**src/rtl/npu_rst_pkg.sv**
```systemverilog
// Shared types for the reset sequencer: FSM states and reset-cause encoding.
package npu_rst_pkg;

  typedef enum logic [1:0] {
    HOLD    = 2'b00,
    RELEASE = 2'b01,
    RUN     = 2'b10
  } rst_state_e;

  typedef enum logic [1:0] {
    POR = 2'b00,
    SW  = 2'b01,
    WDT = 2'b10
  } rst_cause_e;

  function automatic int max_int(input int a, input int b);
    return (a > b) ? a : b;
  endfunction

endpackage

```
**src/rtl/rst_sync_2ff.sv**
```systemverilog
// Two-flop reset synchronizer: asserts asynchronously, releases on the
// second rising clk edge after async_rst_n deasserts.
module rst_sync_2ff (
  input  logic clk,
  input  logic async_rst_n,
  output logic sync_rst_n
);

  logic meta_q;
  logic sync_q;

  always_ff @(posedge clk or negedge async_rst_n) begin
    if (!async_rst_n) begin
      meta_q <= 1'b0;
      sync_q <= 1'b0;
    end else begin
      meta_q <= 1'b1;
      sync_q <= meta_q;
    end
  end

  assign sync_rst_n = sync_q;

endmodule

```
**src/rtl/reset_sequencer.sv**
```systemverilog
// Staged reset release: hold all domains for HOLD_CYCLES, then release them
// one by one STAGE_GAP cycles apart; SW/WDT requests restart the sequence.
module reset_sequencer
  import npu_rst_pkg::*;
#(
  parameter int NUM_STAGES  = 3,
  parameter int HOLD_CYCLES = 16,
  parameter int STAGE_GAP   = 4
) (
  input  logic                  clk,
  input  logic                  async_rst_n,
  input  logic                  sw_rst_req,
  input  logic                  wdt_rst_req,
  output logic                  sw_rst_ack,
  output logic [NUM_STAGES-1:0] stage_rst_n,
  output logic                  rst_busy,
  output logic                  rst_done,
  output logic [1:0]            rst_cause
);

  localparam int CW = $clog2(max_int(HOLD_CYCLES, STAGE_GAP) + 1);
  localparam int IW = $clog2(NUM_STAGES + 1);
  localparam logic [CW-1:0] HOLD_LAST = CW'(HOLD_CYCLES - 1);
  localparam logic [CW-1:0] GAP_LAST  = CW'(STAGE_GAP - 1);
  localparam logic [IW-1:0] IDX_DONE  = IW'(NUM_STAGES);

  logic sync_rst_n;

  rst_sync_2ff u_sync (
    .clk         (clk),
    .async_rst_n (async_rst_n),
    .sync_rst_n  (sync_rst_n)
  );

  rst_state_e            state_q, state_d;
  logic [CW-1:0]         hold_cnt_q, hold_cnt_d;
  logic [CW-1:0]         gap_cnt_q, gap_cnt_d;
  logic [IW-1:0]         idx_q, idx_d;
  logic [NUM_STAGES-1:0] stage_q, stage_d;
  logic                  rst_busy_q, rst_busy_d;
  logic                  rst_done_q, rst_done_d;
  logic                  sw_rst_ack_q, sw_rst_ack_d;
  rst_cause_e            rst_cause_q, rst_cause_d;
  logic                  pend_q, pend_d;
  rst_cause_e            pend_cause_q, pend_cause_d;

  logic [NUM_STAGES-1:0] rel_mask;
  logic                  sw_ok;
  logic                  req_any;
  logic                  pend_now;
  rst_cause_e            pend_cause_now;

  genvar gi;
  generate
    for (gi = 0; gi < NUM_STAGES; gi++) begin : g_rel
      assign rel_mask[gi] = (idx_q == IW'(gi));
    end
  endgenerate

  // A requester that drops sw_rst_req after seeing the ack still has it high
  // on the ack cycle's edge; ignore SW on that edge so it is not re-accepted.
  assign sw_ok   = sw_rst_req && !sw_rst_ack_q;
  assign req_any = wdt_rst_req || sw_ok;

  assign pend_now       = pend_q || req_any;
  assign pend_cause_now = (wdt_rst_req || (pend_q && pend_cause_q == WDT)) ? WDT : SW;

  always_comb begin
    state_d      = state_q;
    hold_cnt_d   = hold_cnt_q;
    gap_cnt_d    = gap_cnt_q;
    idx_d        = idx_q;
    stage_d      = stage_q;
    rst_done_d   = rst_done_q;
    sw_rst_ack_d = 1'b0;
    rst_cause_d  = rst_cause_q;
    pend_d       = pend_q;
    pend_cause_d = pend_cause_q;

    case (state_q)
      HOLD: begin
        pend_d       = pend_now;
        pend_cause_d = pend_cause_now;
        if (hold_cnt_q == HOLD_LAST) begin
          state_d    = RELEASE;
          hold_cnt_d = '0;
          gap_cnt_d  = '0;
          idx_d      = IW'(1);
          stage_d[0] = 1'b1;
        end else begin
          hold_cnt_d = hold_cnt_q + 1'b1;
        end
      end
      RELEASE: begin
        pend_d       = pend_now;
        pend_cause_d = pend_cause_now;
        if (idx_q == IDX_DONE) begin
          if (pend_now) begin
            state_d      = HOLD;
            stage_d      = '0;
            hold_cnt_d   = '0;
            rst_done_d   = 1'b0;
            rst_cause_d  = pend_cause_now;
            sw_rst_ack_d = (pend_cause_now == SW);
            pend_d       = 1'b0;
            pend_cause_d = POR;
          end else begin
            state_d    = RUN;
            rst_done_d = 1'b1;
          end
        end else if (gap_cnt_q == GAP_LAST) begin
          stage_d   = stage_q | rel_mask;
          idx_d     = idx_q + 1'b1;
          gap_cnt_d = '0;
        end else begin
          gap_cnt_d = gap_cnt_q + 1'b1;
        end
      end
      RUN: begin
        if (req_any) begin
          state_d      = HOLD;
          stage_d      = '0;
          hold_cnt_d   = '0;
          gap_cnt_d    = '0;
          idx_d        = '0;
          rst_done_d   = 1'b0;
          rst_cause_d  = wdt_rst_req ? WDT : SW;
          sw_rst_ack_d = !wdt_rst_req;
        end
      end
      default: begin
        state_d = HOLD;
        stage_d = '0;
      end
    endcase

    rst_busy_d = ~(&stage_d);
  end

  always_ff @(posedge clk or negedge sync_rst_n) begin
    if (!sync_rst_n) begin
      state_q      <= HOLD;
      hold_cnt_q   <= '0;
      gap_cnt_q    <= '0;
      idx_q        <= '0;
      stage_q      <= '0;
      rst_busy_q   <= 1'b1;
      rst_done_q   <= 1'b0;
      sw_rst_ack_q <= 1'b0;
      rst_cause_q  <= POR;
      pend_q       <= 1'b0;
      pend_cause_q <= POR;
    end else begin
      state_q      <= state_d;
      hold_cnt_q   <= hold_cnt_d;
      gap_cnt_q    <= gap_cnt_d;
      idx_q        <= idx_d;
      stage_q      <= stage_d;
      rst_busy_q   <= rst_busy_d;
      rst_done_q   <= rst_done_d;
      sw_rst_ack_q <= sw_rst_ack_d;
      rst_cause_q  <= rst_cause_d;
      pend_q       <= pend_d;
      pend_cause_q <= pend_cause_d;
    end
  end

  assign stage_rst_n = stage_q;
  assign rst_busy    = rst_busy_q;
  assign rst_done    = rst_done_q;
  assign sw_rst_ack  = sw_rst_ack_q;
  assign rst_cause   = rst_cause_q;

endmodule

```
**config.mk**
```make
export PLATFORM = sky130hd
export DESIGN_NAME = reset_sequencer
export DESIGN_NICKNAME = d
export VERILOG_FILES = /design/src/rtl/npu_rst_pkg.sv /design/src/rtl/rst_sync_2ff.sv /design/src/rtl/reset_sequencer.sv
export SDC_FILE = /design/constraint.sdc
export NUM_CORES = 1
export LEC_CHECK = 0
export BUFFER_PORTS_ARGS = -buffer_cell sky130_fd_sc_hd__buf_2
export CAP_MARGIN = 30
export CORE_UTILIZATION = 40
export CTS_CLUSTER_DIAMETER = 50
export DETAILED_ROUTE_END_ITERATION = 7
export HOLD_SLACK_MARGIN = 0.15
export SETUP_SLACK_MARGIN = 0.2
export SLEW_MARGIN = 20
export SYNTH_ARGS = -nofsm -noshare
export SYNTH_HDL_FRONTEND = slang
export SYNTH_SLANG_ARGS = --single-unit
```
**constraint.sdc**
```tcl
create_clock -name clk -period 1.1 [get_ports clk]
set_input_delay 0.055 -clock clk [delete_from_list [all_inputs] [get_ports clk]]
set_output_delay 0.055 -clock clk [all_outputs]
set_load 0.02 [all_outputs]
```
==> flow_summary.toml <==
[worst_hold_path]
min_path_type = "reg -> async"

[logic_synthesis]
async_flop_share_pct = 100
ys_ff_latch = 27
synth_seq_area_share_pct = 45.8
syn_inst = 154
avgSynthCellArea_um2 = 9.60
yosysWarnings = 0
synth_edf_count = 0
synth_ff_type = "dfrtp_1"
synthesis.area_um2 = 1480
synth.net_count = 168
yosysUniqueCellTypes = 43

[global_route]
grt_pass1_vias = 1488
globalRouteTotalUtil_pct = 22.0
grt_max_degree = 16
grt_pass1_wl_um = 6740
globalRouteOverflowTotal = 0
antenna_found_initial = 0

[setup_path]
worstSetupStartpointType = "flop"
critPathRequiredTime_ns = 1.27
cp_num_buf_inv = 1
crit_type = "reg -> reg"
cp_cell_sequence = "inv_2 > ha_4 > a21o_1 > a221o_2 > or2_4 > o21ai_2 > o31ai_2"
crit_fanout = 4
max_stage_delay_ns = 0.45
cp.arrival_ns = 1.95
r2r_setup_slack_ns = -0.68
crit_path_end_kind = "flop"
cpMaxStageDelayCell = "dfrtp_2"
crit_family = "compound AO/OA/AOI/OAI gates"

[clock_tree]
cts_buffers = 3
cts_tree = "done"
root_buffer = "clkbuf_8"
clk_latency_ns = 0.28
cts_num_sinks = 27
cts_buffer_depth = 2
htreeDepth = 1
clk_pin_slew_ns = 0.10

[floorplan]
num_rows = 21
die_y_um = 62.8
die_x_um = 62.8
ioPinCount = 12
fp.coreArea_um2 = 3440
die-area_um2 = 3940
initial_utilization_pct = 42.9

[timing]
min_period_ns = 1.78
setup_ws_ns = -0.678
hold_viol = 0
rsz0062_at_grt = "true"
finClkSkew_ns = 0.00662
slew_viol_final = 0
max_freq_mhz = 563
setup_viol = 25
finalCritPeriodShare_pct = 162

[final_layout]
area.growth.synth_to_final_pct = 57.4
fillers = 256
layout-drive-gt1-share_pct = 50.0
num-nets-final = 239
antenna_cells = 0
final_core_util_pct = 67.6

[routing]
routed_via_density = 5.22
drtAntennaViolNets = 0
vias = 1409
drc = 0
drtIter0Drc = 56
wire_per_inst_um = 14.7
drtPass1Iterations = 4
routed_wl_um = 3970

[run_status]
status = "finished with violations"
failed_checks = "negative setup slack"

[placed_design]
dp_slack_ns = -0.693
dp_hpwl_um = 2700
port_buffers = 11
place.gp.congestion = 0.844

[flow_run]
max-cap-violations = 0

[pwr]
peakVddDrop_mv = 0.603
leakagePower_uw = 0.00113
p_per_area_nw_per_um2 = 742
report_power, final:
| group | internal [uW] | leakage [uW] | switching (uW) |
|---|---|---|---|
| sequential | 1010 | 0.000323 | 16.7 |
| combinational | 62.2 | 0.000786 | 57.6 |
| clock | 255 | 0.0000255 | 326 |
cell type report:
cell class | instances | area, um2 | share of cell area [%]
multi-input combinational | 117 | 950 | 40.8
sequential | 27 | 681 | 29.3
timing repair buffer | 69 | 566 | 24.3
tap | 46 | 57.6 | 2.47
clock buffer | 3 | 41.3 | 1.78
inverter | 7 | 26.3 | 1.13
clock inverter | 1 | 5.00 | 0.215
per-stage QoR:
step | area, um2 | TNS, ns | hold slack [ns] | power [uW] | instances
3_3_place_gp | 1920 | -11.63 | -0.160 | 1130 | 249
3_5_place_dp | 1920 | -12.84 | -0.159 | 1130 | 249
4_1_cts | 2240 | -12.50 | 0.166 | 1730 | 265
5_1_grt | 2330 | -15.13 | 0.191 | 1790 | 270
2_1_floorplan | 1520 | -10.24 | -0.241 | 1090 | 154
6_report | 2330 | -13.52 | 0.162 | 1730 | 270
flip-flops by register name, summed over array words and instances, names as in the netlist:
signal and flops:
gap_cnt_q 5, hold_cnt_q 5, stage_rst_n 3, idx_q 2, pend_cause_q 2, rst_cause 2, state_q 2, pend_q 1
rst_busy 1, rst_done 1, sw_rst_ack 1, u_sync.meta_q 1, u_sync.sync_rst_n 1
routing by layer:
layer  global-route usage [%]  vias to the layer above  part of all wire [%]
met5                        0                        -                     0
met4                     7.27                        0                   1.6
met3                     2.74                        6                   2.5
met2                     41.4                       23                    53
met1                     25.4                      691                    42
li1                         -                      689                     -
layout by cell type (no fill, tap or decap), drive strengths merged, types with 2 or more instances in the layout:
master and count:
inv 7, ha 10, buf 67, dfrtp 26
nor2b 6, o211ai 2, nor2 9, a21oi 3
nand3 10, and2 6, nor4 2, a31oi 3
dlygate4sd3 2, nand2b 6, o21ai 16, clkbuf 3
mux2i 2, nand2 19, a21o 3, o31ai 3
a22o 2
kinds of logic (layout without fill, tap and decap cells):
family / after synthesis / in the layout / synth area share (%)
multiplexers: 2 / 2 / 1.35
AO/OA/AOI/OAI: 42 / 42 / 19.8
flip-flops: 27 / 27 / 45.8
adder cells (fa/ha/maj): 10 / 10 / 8.47
other: 1 / 1 / 0.254
AND/OR/NAND/NOR: 61 / 62 / 21.2
buffers and inverters: 11 / 80 / 3.13
Yosys cell counts, types with 2 or more instances:
library cell   n  area share, %
a21o_1         3            1.5
a21oi_1        2           0.68
a22o_1         2            1.2
a31oi_1        3            1.3
and2_1         6            2.5
clkbuf_1       2           0.51
dfrtp_1       26             44
ha_1          10            8.5
inv_1          7            1.8
mux2i_1        2            1.4
nand2_1       19            4.8
nand2b_1       5            2.1
nand3_1        8            2.7
nor2_1         9            2.3
nor2b_1        6            2.5
nor4_1         2           0.85
o211ai_1       2            1.0
o21ai_0        2           0.68
o21ai_1       13            4.4
o31ai_1        2            1.0
final timing paths:
kind,end,depth (start not counted),start
setup reg to reg,idx_q[0]$_DFFE_PN0P_,7,state_q[1]$_DFFE_PN0P_
setup / recovery,idx_q[0]$_DFFE_PN0P_,7,state_q[1]$_DFFE_PN0P_
max in group asynchronous,u_sync.sync_rst_n$_DFF_PN0_,3,async_rst_n
min in group clk,rst_cause[1]$_DFFE_PN0P_,4,wdt_rst_req
hold reg to reg,hold_cnt_q[3]$_DFFE_PN0P_,0,u_sync.sync_rst_n$_DFF_PN0_
hold / removal,hold_cnt_q[3]$_DFFE_PN0P_,0,u_sync.sync_rst_n$_DFF_PN0_
what timing repair did:
action	CTS	global route
pin swaps	13	6
hold buffers	2	0
resized for setup	41	12
setup endpoints to repair	29	33
setup buffers	9	5
hold endpoints to repair	2	0
gates cloned	1	0
Note: power is estimated with default switching activity, not from simulation.
